===== src/rtl/display_pkg.sv =====
// display_pkg: shared types, segment table and slot-length helper for the display scheduler
package display_pkg;

   typedef enum logic [1:0] {
      SHOW_HI = 2'd0,
      GAP_HI  = 2'd1,
      SHOW_LO = 2'd2,
      GAP_LO  = 2'd3
   } state_t;

   // Hex digit to segments {g,f,e,d,c,b,a}, 1 = lit
   localparam logic [6:0] SEG_LUT [16] = '{
      7'h3F, 7'h06, 7'h5B, 7'h4F, 7'h66, 7'h6D, 7'h7D, 7'h07,
      7'h7F, 7'h6F, 7'h77, 7'h7C, 7'h39, 7'h5E, 7'h79, 7'h71
   };

   function automatic int slot_cycles(input int clk_hz, input int refresh_hz);
      return clk_hz / (2 * refresh_hz);
   endfunction

endpackage


===== src/rtl/hex_to_segments.sv =====
// hex_to_segments: combinational nibble to 7-segment lookup
module hex_to_segments
   import display_pkg::*;
(
   input  logic [3:0] nibble,
   output logic [6:0] seg
);

   assign seg = SEG_LUT[nibble];

endmodule


===== src/rtl/display_scheduler.sv =====
// display_scheduler: tear-free time-multiplexed driver for a dual 7-segment display
module display_scheduler
   import display_pkg::*;
#(
   parameter int CLK_HZ        = 12_000_000,
   parameter int REFRESH_HZ    = 100,
   parameter int GAP_CYCLES    = 16,
   parameter int BLANK_LEADING = 0
)
(
   input  logic       clk,
   input  logic       reset,
   input  logic [7:0] in_data,
   input  logic       in_valid,
   output logic       in_ready,
   input  logic       blank,
   output logic [6:0] led_port,
   output logic       c,
   output logic       frame_done
);

   localparam int SLOT = slot_cycles(CLK_HZ, REFRESH_HZ);
   localparam int CW = $clog2(SLOT);
   localparam logic [CW-1:0] LAST = CW'(SLOT - 1);
   localparam logic [CW-1:0] SHOW_END = CW'(SLOT - GAP_CYCLES - 1);

   state_t          state;
   logic [CW-1:0]   cnt;
   logic [7:0]      disp;
   logic [7:0]      pend;
   logic            pend_v;
   logic            hi;
   logic            show;
   logic            advance;
   logic            boundary;
   logic            lead_off;
   logic [3:0]      nibble;
   logic [6:0]      seg;
   logic [6:0]      led_next;

   assign in_ready = !pend_v;
   assign hi       = state == SHOW_HI || state == GAP_HI;
   assign show     = state == SHOW_HI || state == SHOW_LO;
   assign advance  = show ? cnt == SHOW_END : cnt == LAST;
   assign boundary = state == GAP_LO && cnt == LAST;
   assign nibble   = hi ? disp[7:4] : disp[3:0];
   assign lead_off = BLANK_LEADING != 0 && hi && disp[7:4] == 4'h0;
   assign led_next = (blank || !show || lead_off) ? 7'h00 : seg;

   hex_to_segments u_lut (
      .nibble(nibble),
      .seg   (seg)
   );

   // Slot sequencer; outputs are registered so they trail the state by one cycle
   always_ff @(posedge clk or posedge reset) begin
      if (reset) begin
         state      <= SHOW_HI;
         cnt        <= '0;
         led_port   <= 7'h00;
         c          <= 1'b1;
         frame_done <= 1'b0;
      end else begin
         cnt        <= cnt == LAST ? '0 : cnt + CW'(1);
         state      <= advance ? state_t'(state + 2'd1) : state;
         led_port   <= led_next;
         c          <= hi;
         frame_done <= boundary;
      end
   end

   // Pending/display handoff; new values only reach disp at a frame boundary
   always_ff @(posedge clk or posedge reset) begin
      if (reset) begin
         disp   <= 8'h00;
         pend   <= 8'h00;
         pend_v <= 1'b0;
      end else if (boundary && pend_v) begin
         disp   <= pend;
         pend_v <= 1'b0;
      end else if (in_valid && !pend_v) begin
         pend   <= in_data;
         pend_v <= 1'b1;
      end
   end

endmodule


===== config.mk =====
export PLATFORM = sky130hd
export DESIGN_NAME = display_scheduler
export DESIGN_NICKNAME = d
export VERILOG_FILES = /design/src/rtl/display_pkg.sv /design/src/rtl/hex_to_segments.sv /design/src/rtl/display_scheduler.sv
export SDC_FILE = /design/constraint.sdc
export NUM_CORES = 1
export LEC_CHECK = 0
export CORE_UTILIZATION = 40
export DETAILED_ROUTE_END_ITERATION = 10
export PLACE_DENSITY = 0.7
export RECOVER_POWER = 25
export SLEW_MARGIN = 25
export SYNTH_ARGS = -nofsm -noshare
export SYNTH_HDL_FRONTEND = slang
export SYNTH_SLANG_ARGS = --single-unit

===== constraint.sdc =====
create_clock -name clk -period 2.2 [get_ports clk]
set_clock_uncertainty 0.2 [all_clocks]
set_input_delay 0.44 -clock clk [delete_from_list [all_inputs] [get_ports clk]]
set_output_delay 0.44 -clock clk [all_outputs]
set_load 0.005 [all_outputs]

Yosys cells after proc, flatten, opt, wreduce, memory -nomap -nowiden
Memories as Yosys holds them, arrays and structs flattened.
Index checks and enable logic that the tools add are counted.
{"block": "op_classes", "add_sub_neg": 2, "order_cmp": 1, "n_eq_ne": 5, "muxes": 8, "bitwise_logic": 2, "reduce_logical": 11}
{"cell": "16-bit == test, second input constant", "count": 2}
{"cell": "7-bit 2-to-1 mux", "count": 3}
{"cell": "16-bit by 1-bit adder with 16-bit output, second input constant", "count": 1}
{"cell": "16-bit 2-to-1 mux", "count": 1}
{"cell": "5-bit >= comparator, second input constant", "count": 1}
{"cell": "4-bit inverter with 5-bit output", "count": 1}
{"cell": "2-bit == test, second input constant", "count": 2}
{"cell": "4-bit 2-to-1 mux", "count": 1}
{"cell": "1-bit logical AND", "count": 3}
{"cell": "1-bit logical OR", "count": 3}
{"cell": "1-bit 2-to-1 mux", "count": 3}
{"cell": "2-bit by 1-bit adder with 2-bit output, second input constant", "count": 1}
{"cell": "2-bit by 1-bit == test with 1-bit output, second input constant", "count": 1}
{"cell": "1-bit zero test", "count": 2}
{"cell": "2-bit zero test", "count": 1}
{"cell": "2-bit AND reduction", "count": 1}
{"cell": "2-bit nonzero test", "count": 1}
{"cell": "1-bit inverter", "count": 1}
{"block": "totals", "reg_bits": 44, "mem_bits_ro": 112, "out_inout_bits": 10, "word_cells": 38, "n_memories": 1}
{"name": "(no name shown)", "depth": 16, "word_bits": 7, "read_ports": 1, "rd_clocked_by_memory_dff": 0, "write_ports": 0, "line": "hex_to_segments.sv:9", "rtl": "assign seg = SEG_LUT[nibble];"}

Longest topological paths before layout
Gate-level depths: netlist of run 1.
{"block": "logic_depth", "word_depth": 8, "depth_mapped": 8, "ltp_nobuf": 6}

Hierarchy
A second synthesis of run 1 with hierarchy kept.
{"block": "unflattened", "hier_cells": 190, "hier_area_um2": 2230.9}
{"mod": "display_scheduler", "n_inst": 1, "cells_per_inst": 157, "area_per_inst_um2": 1943.1, "seq_area_each_um2": 1102.3}
{"mod": "hex_to_segments", "n_inst": 1, "cells_per_inst": 33, "area_per_inst_um2": 287.8, "seq_area_each_um2": 0.0}

Worst setup path before layout of run 1
OpenSTA, ideal clock, no wires.
{"block": "synth_path", "kind": "register to register", "start": "reg cnt[8]", "end": "reg disp[0]", "arrival_ns": 1.843, "setup_slack_ns": 0.033, "stages_incl_launch_ff": 4, "path_buffers": 0, "path_cell_list": "dfrtp_1 or4b_4 nor4_4 mux2_2"}
{"block": "synth_via", "elab_chain_len": 3}
{"item": "from (decl)", "line": "display_scheduler.sv:28", "rtl": "logic [CW-1:0] cnt;"}
{"item": "from (signal assigned)", "line": "display_scheduler.sv:64", "rtl": "cnt <= cnt == LAST ? '0 : cnt + CW'(1);"}
{"item": "16-bit == test", "line": "display_scheduler.sv:45", "rtl": "assign boundary = state == GAP_LO && cnt == LAST;"}
{"item": "1-bit logical AND", "line": "display_scheduler.sv:45"}
{"item": "1-bit logical AND", "line": "display_scheduler.sv:78", "rtl": "end else if (boundary && pend_v) begin"}
{"item": "to (signal assigned)", "line": "display_scheduler.sv:79", "rtl": "disp <= pend;"}
{"item": "to (decl)", "line": "display_scheduler.sv:29", "rtl": "logic [7:0] disp;"}
Every way passes these cells.
A chain may end at the register's enable or synchronous reset.

Final worst setup path of run 1
{"block": "layout_path", "start": "reg cnt[8]", "end": "reg cnt[5]"}
{"block": "layout_via", "elab_chain_len": 2}
{"item": "16-bit == test", "line": "display_scheduler.sv:64"}
{"item": "16-bit 2-to-1 mux", "line": "display_scheduler.sv:64"}
Every way passes these cells.

==> flow_summary.yaml, run 1 <==
setup_path:
  startpoint: "cnt[8]$_DFF_PP0_"
  required_ns: 2.18
  worst-path-buf-inv: 1
  r2r-end: "cnt[5]$_DFF_PP0_"
  cp_max_fo: 10
  max_stage_delay_ns: 0.57
  cp_slowest_cell: "or4b_4"
  r2r_start: "cnt[8]$_DFF_PP0_"
  cp_cell_sequence: "or4b_4 > or3_4 > nor3_4 > buf_4 > nor2_1"
  crit_type: "reg2reg"
  cp_top_family: "simple AND/OR/NAND/NOR gates"
  crit_path_end: "cnt[5]$_DFF_PP0_"
  worst_setup_path_end_kind: "register"
  r2r_slack_ns: 0.11
  startpoint_type: "register"
  path_depth: 5
  reg2reg_depth: 5
  crit_arrival_ns: 2.07
cts:
  cts_tree: "built"
  clkSinkCount: 44
  holdBufCountCts: 0
  clkLatencyLatePin_ns: 0.29
  clock_path_buffers: 2
  htreeDepth: 2
  clock-root-buffer: "clkbuf_8"
  path_clk_slew_ns: 0.08
  numCtsBuffers: 5
pwr:
  ir_worst_vdd_uv: 363
  power.density_nw_per_um2: 576
  total_leakage_power_nw: 1.23
logic_synthesis:
  synth_top_area_frac: 0.501
  ys_warn_count: 0
  syn_avg_cell_area_sq_um: 11.4
  syn_inst: 189
  synthDistinctLibCells: 31
  synth_edf_count: 0
  syn_area_sq_um: 2150
  yosysSeqAreaShare: 0.513
  syn_nets: 212
  yosysTopAreaCell: "dfrtp_1"
  synthTopCellsByArea: "dfrtp_1, mux2_2, ha_1, xnor2_1, nor2_1"
  synthFlopType: "dfrtp_1"
  synthArstFlopShare: 1.00
  ys_ff_latch: 44
detailed_routing:
  drtAntennaViolNets: 0
  drt-total-wl_mm: 3.64
  dr_wl_met2_mm: 1.60
  avgRoutedWirePerCell_um: 12.2
  drc: 0
  dr.pass1.iters: 4
  drtIter0Drc: 76
  vias_per_cell: 4.87
  met1_length_mm: 1.86
  vias: 1457
  wl_met3_um: 130
  routed.top_layer: "met4"
layout:
  mostFrequentLayoutCells: "dfrtp_1, nor2_1, clkdlybuf4s50_1"
  fin_area_sq_um: 2670
  antennaDiodeCount: 0
  final_common_cell: "dfrtp_1"
  layoutNonFillerInstCount: 299
  area_growth_pct: 24.2
  layout-drive-gt1-share: 0.223
  nNetsFinal: 251
die:
  start_util: 0.418
  die_w_um: 75.3
  die-area_sq_um: 5670
  num_io_pins: 22
  core.rowCount: 26
  core_area_sq_um: 5140
  dieHeight_um: 75.3
worst_hold_path:
  worstHoldPathType: "reg2reg"
  hold_start: "cnt[0]$_DFF_PP0_"
  min_path_cells: 1
sta:
  slew_headroom: 0.404
  whs_ns: 0.285
  rsz0062_at_grt: "no"
  final_max_slew_viol_count: 0
  setup_tns_ns: 0
  fin_crit_sh: 0.950
  setup_viol: 0
  fmax_mhz: 479
  fin_ws_ns: 0.110
  period_needed_ns: 2.09
  tightest_slew_ns: 0.892
  hold_viol: 0
global_routing:
  grt_pass1_wl_mm: 6.35
  grt_overflow: 0
  grt_max_degree: 21
  grt_antenna_before_repair: 0
  track_usage: 0.149
  grt_pass1_vias: 1348
placed_design:
  place_congestion: 0.832
  dp.cells: 291
  place_area_sq_um: 2560
  port_buffers: 21
  place_hpwl_mm: 2.76
  dp_slack_ns: 0.107
outcome:
  run_status: "complete, no violations"
run:
  cap_violations: 0
## per-stage QoR
step	util	power, mW
4_1_cts	0.520	1.56
3_5_place_dp	0.498	0.934
2_1_floorplan	-	0.887
5_1_grt	0.519	1.60
6_report	0.519	1.54
3_3_place_gp	0.498	0.931
## routing by layer
layer | vias up | GRT usage
met4 | 0 | 0.0453
met2 | 30 | 0.217
met5 | - | 0
met1 | 693 | 0.220
li1 | 728 | -
met3 | 6 | 0.0357
## area by class of cell
type                    count  area (sq um)
fillers                   498          2470
flip-flops and latches     44          1100
multi-input cells         129           983
repair buffers             38           343
well taps                  70          87.6
clock buffers               5          68.8
clock inverters             3          46.3
inverters                  10          37.5
## sequential cells by signal, indices dropped and copies added, names as in the netlist
register and flops:
disp 8, pend_v 1, frame_done 1, pend 8, c 1, led_port 7
state 2, cnt 16
## kinds of logic after synthesis
group | synth area share
and+or+nand+nor | 0.178
DFF | 0.513
muxes | 0.114
xor gates and xnor gates | 0.0652
buffers and inverters | 0.0314
AOI/OAI and AO/OA | 0.0355
adders and majority gates | 0.0640
## how the worst min path moves through the flow
stage / endpoint / slack (ns)
3_3_place_gp: cnt[0]$_DFF_PP0_ / 0.28
3_5_place_dp: cnt[0]$_DFF_PP0_ / 0.28
4_1_cts: disp[3]$_DFFE_PP0P_ / 0.23
2_1_floorplan: cnt[0]$_DFF_PP0_ / 0.25
6_report: cnt[0]$_DFF_PP0_ / 0.28
5_1_grt: cnt[0]$_DFF_PP0_ / 0.33
## power by group
group	leakage, nW	internal (mW)	switching [mW]
sequential	0.565	0.831	0.00990
combinational	0.608	0.0437	0.0271
clock	0.0548	0.342	0.285
total	1.23	1.22	0.322
## cells in the mapped netlist (all sizes together) (3+ instances only)
cell	number
a211oi	3
a21oi	4
clkbuf	4
dfrtp	43
ha	11
inv	10
mux2	19
mux2i	3
nand2	11
nand3	6
nand4	5
nor2	23
nor3	5
nor4	7
xnor2	11
xor2	5
## timing repair
action,4_1_cts,5_1_grt
setup buffers,0,0
resized for setup,0,1
endpoints found under the setup margin,0,1
Power figures use the tool's default switching activity.
==> inputs of run 2 (changes only) <==
HOLD_SLACK_MARGIN = 0.06   (was default)
REMOVE_ABC_BUFFERS = 1   (was default)
==> flow_summary.yaml, run 2 (synthesized netlist as in run 1, its figures left out) <==
global_routing:
  grt_overflow: 0
  grt_pass1_vias: 1355
  grt_util_met1: 0.205
  use_met2: 0.227
  grt_antenna_before_repair: 0
  use_met3: 0.0317
  grt_pass1_wl_mm: 6.21
  grt_max_degree: 45
  track_usage: 0.149
  grt.busiest_layer: "met2"
setup_path:
  startpoint_type: "register"
  max_stage_delay_ns: 0.42
  worst-path-buf-inv: 2
  required_ns: 2.18
  cp_cell_sequence: "inv_1 > ha_1 > nor2_2 > mux2_2 > buf_4 > a211oi_1 > nor3_1"
  worst_setup_path_end_kind: "register"
  crit_arrival_ns: 2.07
  cp_top_family: "multiplexers"
  cp_max_fo: 8
  crit_type: "reg2reg"
  cp_slowest_cell: "mux2_2"
layout:
  mostFrequentLayoutCells: "dfrtp_1, nor2_1, clkdlybuf4s50_1"
  layoutNonFillerInstCount: 301
  fin_area_sq_um: 2680
  area_growth_pct: 24.9
  regMostFlops: "cnt"
  largest_register_ffs: 16
  final_common_cell: "dfrtp_1"
  nNetsFinal: 253
  antennaDiodeCount: 0
  layout-drive-gt1-share: 0.238
  largestRegisters: "cnt: 16 flops, disp: 8 flops, pend: 8 flops"
cts:
  clock-root-buffer: "clkbuf_8"
  clock_path_buffers: 2
  clkLatencyLatePin_ns: 0.29
  cts_tree: "built"
  htreeDepth: 2
  path_clk_slew_ns: 0.08
  clkSinkCount: 44
  holdBufCountCts: 0
  numCtsBuffers: 5
placed_design:
  place_area_sq_um: 2560
  place_hpwl_mm: 2.66
  dp.cells: 292
  port_buffers: 21
  place_congestion: 0.895
die:
  core.rowCount: 26
  core_area_sq_um: 5140
  num_io_pins: 22
  dieHeight_um: 75.3
  die-area_sq_um: 5670
  die_w_um: 75.3
  start_util: 0.418
pwr:
  ir_worst_vdd_uv: 249
  power.density_nw_per_um2: 568
  total_power_mw: 1.53
  total_leakage_power_nw: 1.23
sta:
  setup_viol: 0
  slew_headroom: 0.300
  whs_ns: 0.281
  rsz0062_at_grt: "no"
  tightest_slew_ns: 1.05
  setup_tns_ns: 0
  final_max_slew_viol_count: 0
  fin_crit_sh: 0.951
  period_needed_ns: 2.09
  fmax_mhz: 478
  hold_viol: 0
run:
  cap_violations: 0
detailed_routing:
  avgRoutedWirePerCell_um: 12.4
  drc: 0
  vias: 1483
  vias_per_cell: 4.93
  drtIter0Drc: 137
  dr.pass1.iters: 4
  drtAntennaViolNets: 0
  drt-total-wl_mm: 3.74
worst_hold_path:
  worstHoldPathType: "reg2reg"
outcome:
  run_status: "complete, no violations"
-- run 2: cell count changes in the layout (fill, tap and decap cells not counted), sizes merged --
| cell | before | now |
|---|---|---|
| buf | 16 | 18 |
| dlymetal6s2s | 1 | 0 |
| clkbuf | 5 | 6 |
-- run 2: stage by stage --
step / setup slack (ns) / utilization
final: 0.108 / 0.522
after global routing: 0.0171 / 0.522
after CTS: 0.0215 / 0.521
after detailed placement: 0.0232 / 0.499
after global placement: 0.0589 / 0.499
after floorplan: 0.0326 / -
-- run 2: worst paths after layout --
kind | startpoint | slack [ns] | cells after the start | end
max | state[0]$_DFFE_PP0P_ | 0.11 | 7 | led_port[5]$_DFF_PP0_
min | cnt[0]$_DFF_PP0_ | 0.28 | 1 | cnt[0]$_DFF_PP0_
max reg2reg | state[0]$_DFFE_PP0P_ | 0.11 | 7 | led_port[5]$_DFF_PP0_
min reg2reg | cnt[0]$_DFF_PP0_ | 0.28 | 1 | cnt[0]$_DFF_PP0_
min in group asynchronous | reset | 0.71 | 3 | pend_v$_DFFE_PP0P_
max in group asynchronous | reset | 0.44 | 3 | cnt[14]$_DFF_PP0_
-- run 2: power by group --
| group | switching [mW] | total [mW] | internal (mW) |
|---|---|---|---|
| clock network | 0.280 | 0.616 | 0.336 |
| registers | 0.0101 | 0.841 | 0.831 |
| logic | 0.0265 | 0.0681 | 0.0417 |
-- run 2: final cells by class --
class,count,area (sq um)
repair buffers,40,363
well taps,70,87.6
multi-input cells,129,982
clock inverters,3,42.5
flip-flops and latches,44,1100
inverters,10,37.5
fillers,501,2460
clock buffers,5,68.8
-- run 2: what timing repair did --
item | 4_1_cts | 5_1_grt
setup endpoints to repair | 0 | 14
resized for setup | 0 | 1
setup buffers | 0 | 1
-- run 2: worst reg2reg max path, cell delays in order (launching register included) --
cell and delay, ns:
dfrtp_1 0.41, inv_1 0.10, ha_1 0.24, nor2_2 0.15, mux2_2 0.42, buf_4 0.18
a211oi_1 0.20, nor3_1 0.08
-- run 2: metal layers --
metal | part of all wire | wire (um) | vias to the layer above
met3 | 0.040 | 149 | 6
met2 | 0.46 | 1730 | 37
li1 | - | - | 729
met4 | 0.019 | 72 | 0
met5 | 0 | 0 | -
met1 | 0.48 | 1790 | 711
